**config.mk**
```make
export PLATFORM = sky130hd
export DESIGN_NAME = crc_frame_check
export DESIGN_NICKNAME = d
export VERILOG_FILES = /design/src/rtl/crc_frame_check.sv
export SDC_FILE = /design/constraint.sdc
export NUM_CORES = 1
export LEC_CHECK = 0
export CAP_MARGIN = 20
export CORE_MARGIN = 5
export CORE_UTILIZATION = 42
export CTS_CLUSTER_SIZE = 10
export DETAILED_ROUTE_END_ITERATION = 8
export PLACE_DENSITY = 0.78
export SYNTH_ARGS = -nofsm -noshare
export SYNTH_HDL_FRONTEND = slang
export SYNTH_SLANG_ARGS = --single-unit
export TNS_END_PERCENT = 100
```
**constraint.sdc**
```tcl
create_clock -name clk_in -period 3.6 [get_ports clk_in]
set_input_delay 0.36 -clock clk_in [delete_from_list [all_inputs] [get_ports clk_in]]
set_output_delay 0.36 -clock clk_in [all_outputs]
set_load 0.02 [all_outputs]
```
**src/rtl/crc_frame_check.sv**
```systemverilog
// Pipelined CRC checker for framed 64b/66b-style block streams; blocks pass through with one cycle of latency.
// Optional frame/error statistics counters are built when CRC_FRAME_CHECK_STATS_EN is defined.
module crc_frame_check #(
  parameter int               DATA_W = 64,
  parameter int               CRC_W  = 8,
  parameter logic [CRC_W-1:0] POLY   = 8'h07,
  parameter logic [CRC_W-1:0] INIT   = '0
) (
  input  logic              clk_in,
  input  logic              rst_in,
  input  logic              valid_in,
  input  logic              sof_in,
  input  logic              eof_in,
  input  logic [DATA_W-1:0] payload_in,
  input  logic [1:0]        header_in,
  output logic              valid_out,
  output logic              sof_out,
  output logic              eof_out,
  output logic [DATA_W-1:0] payload_out,
  output logic [1:0]        header_out,
  output logic              crc_ok_out,
  output logic              crc_err_out,
  output logic [15:0]       frame_cnt_out,
  output logic [15:0]       err_cnt_out
);

  typedef enum logic {IDLE, IN_FRAME} state_t;

  state_t            state_reg, state_next;
  logic [CRC_W-1:0]  crc_reg, crc_next;
  logic [CRC_W-1:0]  crc_base, crc_step;
  logic              bad_reg, bad_next;
  logic              hdr_bad, frame_bad, in_frame_blk;
  logic              ok_next, err_next;
  logic              frame_inc;
  logic [1:0]        err_inc;

  // Unrolled MSB-first LFSR: DATA_W serial steps collapse into one XOR network.
  function automatic logic [CRC_W-1:0] crc_advance(input logic [CRC_W-1:0] c,
                                                   input logic [DATA_W-1:0] d);
    logic [CRC_W-1:0] r;
    logic             fb;
    r = c;
    for (int i = DATA_W - 1; i >= 0; i--) begin
      fb = r[CRC_W-1] ^ d[i];
      r  = r << 1;
      if (fb) r = r ^ POLY;
    end
    return r;
  endfunction

  always_comb begin
    hdr_bad      = (header_in == 2'b00) || (header_in == 2'b11);
    in_frame_blk = sof_in || (state_reg == IN_FRAME);
    // A SOF always restarts from INIT, even when it aborts an open frame.
    crc_base     = (sof_in || state_reg == IDLE) ? INIT : crc_reg;
    crc_step     = crc_advance(crc_base, payload_in);
    frame_bad    = hdr_bad || (bad_reg && !sof_in);

    state_next = state_reg;
    crc_next   = crc_reg;
    bad_next   = bad_reg;
    ok_next    = 1'b0;
    err_next   = 1'b0;
    frame_inc  = 1'b0;
    err_inc    = 2'd0;

    if (valid_in) begin
      if (sof_in && state_reg == IN_FRAME) err_inc = 2'd1;
      if (eof_in) begin
        if (in_frame_blk) begin
          frame_inc = 1'b1;
          if (!frame_bad && crc_step == '0) begin
            ok_next = 1'b1;
          end else begin
            err_next = 1'b1;
            err_inc  = err_inc + 2'd1;
          end
        end else begin
          err_next = 1'b1;
          err_inc  = 2'd1;
        end
        state_next = IDLE;
        crc_next   = INIT;
        bad_next   = 1'b0;
      end else if (in_frame_blk) begin
        state_next = IN_FRAME;
        crc_next   = crc_step;
        bad_next   = frame_bad;
      end
    end
  end

  always_ff @(posedge clk_in) begin
    if (rst_in) state_reg <= IDLE;
    else        state_reg <= state_next;
  end

  always_ff @(posedge clk_in) begin
    if (rst_in) begin
      crc_reg     <= INIT;
      bad_reg     <= 1'b0;
      valid_out   <= 1'b0;
      sof_out     <= 1'b0;
      eof_out     <= 1'b0;
      payload_out <= '0;
      header_out  <= 2'b00;
      crc_ok_out  <= 1'b0;
      crc_err_out <= 1'b0;
    end else begin
      crc_reg     <= crc_next;
      bad_reg     <= bad_next;
      valid_out   <= valid_in;
      sof_out     <= sof_in;
      eof_out     <= eof_in;
      payload_out <= payload_in;
      header_out  <= header_in;
      crc_ok_out  <= ok_next;
      crc_err_out <= err_next;
    end
  end

`ifdef CRC_FRAME_CHECK_STATS_EN
  logic [15:0] frame_cnt_reg, err_cnt_reg;

  // An EOF that also aborts an open frame can add two errors in one cycle.
  function automatic logic [15:0] sat_add(input logic [15:0] c, input logic [1:0] inc);
    logic [16:0] s;
    s = {1'b0, c} + {15'd0, inc};
    return s[16] ? 16'hFFFF : s[15:0];
  endfunction

  always_ff @(posedge clk_in) begin
    if (rst_in) begin
      frame_cnt_reg <= 16'd0;
      err_cnt_reg   <= 16'd0;
    end else begin
      frame_cnt_reg <= sat_add(frame_cnt_reg, {1'b0, frame_inc});
      err_cnt_reg   <= sat_add(err_cnt_reg, err_inc);
    end
  end

  assign frame_cnt_out = frame_cnt_reg;
  assign err_cnt_out   = err_cnt_reg;
`else
  logic stats_unused;
  assign stats_unused  = ^{frame_inc, err_inc};
  assign frame_cnt_out = 16'd0;
  assign err_cnt_out   = 16'd0;
`endif

endmodule
```
==> metrics <==
DRC viols=0; later-pin clock latency in the skew report=0.35 ns; # fillers=771; Worst Hold Class=input port to flip-flop; Slew Viols, Final=0; Min-Delay Startpoint=payload_in[44]; Seq cells post-synth=81; CTS hold repair buffers=0; dpl hpwl=9580 um; register area=1629 um2; Least-Margin Pin Slew=0.6944 ns; Synth Area per Inst=12.06 um2; CTS tree=done; Die Height=119.0 um; Initial Util=43.34%; CP cell instances=nand3b_4, xor2_2, buf_4, xor3_2, xor3_1, buf_4, xor3_2, xor2_1, xnor3_1, buf_4, xnor3_2, xnor2_1, a22oi_1, nor2_1; Worst setup startpoint=state_reg; Iter 0 DRT Violations=145; reg-to-reg slack, setup=-0.21 ns; CP Capture Type=flip-flop; CTS clk-pin slew, worst paths=0.07 ns; kind of cell adding the most delay to the critical path=XOR/XNOR gates; Mapped Cells=414; Horiz. Die Dim=119.0 um; # setup viols final=9; leading area contributor after synthesis=dfxtp_1; RSZ-0062 raised after global routing=true; vias in the first global route=3905; post-DR wirelength/cell=16.49 um; Syn Std Cell Area=4991 um2; clock sinks=81; pin count of the biggest net entering global routing=42; Synth cell types=36; Setup TNS=-1.281 ns; number of CTS-inserted buffers=9; Critical Path AT=4.02 ns; global-route wire length before repair=20140 um; Post-Layout Cell Count=815; die area=14160 um2; Req. time, crit path=3.81 ns; Yosys warning count=0; CP peak stage delay=0.44 ns; antenna-violating nets left=0; footprint of the multi-input gates=3591 um2; GRT Util Overall=18.09%; status=finished, violations left; root buffer cell=clkbuf_16; Worst Skew=0.006907 ns; maxcap violations=0; worst path buffer plus inverter count=3; Peak Freq=0.2626 GHz; vias post-DR=3658; final setup margin=-0.2079 ns; num ports=174; synth top area cells=dfxtp_1, xnor3_1, xnor2_1; most common cell after layout, fill and taps aside=clkdlybuf4s50_1; Max FO, Critical Path=6; Crit Path Category=flip-flop to flip-flop; Post-Place Worst Slack=-0.7970 ns; Final GP Congestion=0.8519; CP startpoint kind=flip-flop; Largest register FFs=64; Area Overhead vs Synth=60.34%; cell mode on critical path=buf_4; most frequent cells in the layout=clkdlybuf4s50_1, buf_4, dfxtp_1, nor2b_1, xnor2_1; fraction of layout cells with a size suffix above 1=31.55%; Antenna Cells=0; slowest CP cell=xor3_2; register area share after synthesis=32.49%; Worst slew margin=53.71%; placed insts=766; Port-buffer cells=141; num rows=39; # nets final=738; Final Hold Viols=0; Detailed Route WL=13440 um; Final period util=105.8%; detailed-router iteration count before antenna repair=4; RR Startpoint=state_reg; failing checks=negative setup slack; share of the synthesized area in the top cell type=32.49%; initial antenna violation count=0; Core ar.=11520 um2; Vias/cell=4.488; Longest Clk Path Bufs=2; grt ovf=0; H-tree Lvls=3; minimum clock period=3.808 ns
-- layout make-up --
| class | count | share of cell area, % |
|---|---|---|
| sequential | 81 | 20.36 |
| clock inverter | 5 | 0.7817 |
| clock buffer | 11 | 3.158 |
| inverter | 1 | 0.04690 |
| timing repair buffer | 256 | 28.55 |
| multi-input combinational | 318 | 44.87 |
| tap | 143 | 2.236 |
-- synthesized netlist by cell type --
library cell,instances
dfxtp_1,81
xnor2_1,77
nor2b_1,70
xnor3_1,42
buf_4,34
xor2_1,33
clkbuf_1,11
nor2_1,11
xor3_1,7
xnor2_2,6
a22oi_1,5
nand3b_1,4
xnor3_2,4
a21oi_1,3
xor2_2,3
nand3b_2,2
o21ai_1,2
a211oi_1,1
a2bb2oi_1,1
and3b_1,1
conb_1,1
inv_1,1
nand2_1,1
nand2b_1,1
nand2b_2,1
nand3b_4,1
nand4_1,1
nand4bb_1,1
nor2_2,1
nor2_4,1
nor3_1,1
nor4_1,1
o21ai_0,1
o31ai_1,1
or3_1,1
xor3_2,1
-- worst paths after layout --
check                                        to  cells after the start
worst max-delay path                 crc_reg[6]                     14
worst min-delay path            payload_out[44]                      2
worst max register to register       crc_reg[6]                     14
worst min register to register       crc_reg[3]                      2
-- kinds of logic (layout without fill, tap and decap cells) --
family,after synthesis,count (layout),share of synthesized area (%)
other,1,32,0.07513
AND/OR/NAND/NOR,99,99,12.66
AO/OA/AOI/OAI,14,14,1.830
buffers and inverters,46,273,6.016
XOR/XNOR,173,173,46.93
flip-flops,81,81,32.49
-- per-layer routing --
| metal | wire length [um] | global-route usage (%) | up-vias |
|---|---|---|---|
| li1 | - | - | 1767 |
| met1 | 5344 | 21.40 | 1731 |
| met2 | 6965 | 31.72 | 142 |
| met3 | 819 | 5.498 | 18 |
| met4 | 312 | 5.214 | 0 |
| met5 | 0 | 0 | - |
-- through the flow --
stage / hold slack (ns) / instance area [um2] / util [%]
after global placement: 0.4673 / 7012 / 60.89
after floorplan: 0.4431 / 5107 / -
after CTS: 0.3927 / 7782 / 67.58
after global routing: 0.3228 / 8003 / 69.49
final: 0.3098 / 8003 / 69.49
after detailed placement: 0.4835 / 7012 / 60.89
-- what timing repair did --
item | 4_1_cts | 5_1_grt
pin swaps | 40 | 23
endpoints found under the setup margin | 10 | 10
buffers inserted | 26 | 7
gates resized for setup | 65 | 39
Power is left out: the tool's default activity adds up to more than one toggle a clock period on the data nets, which glitch-free logic cannot reach.
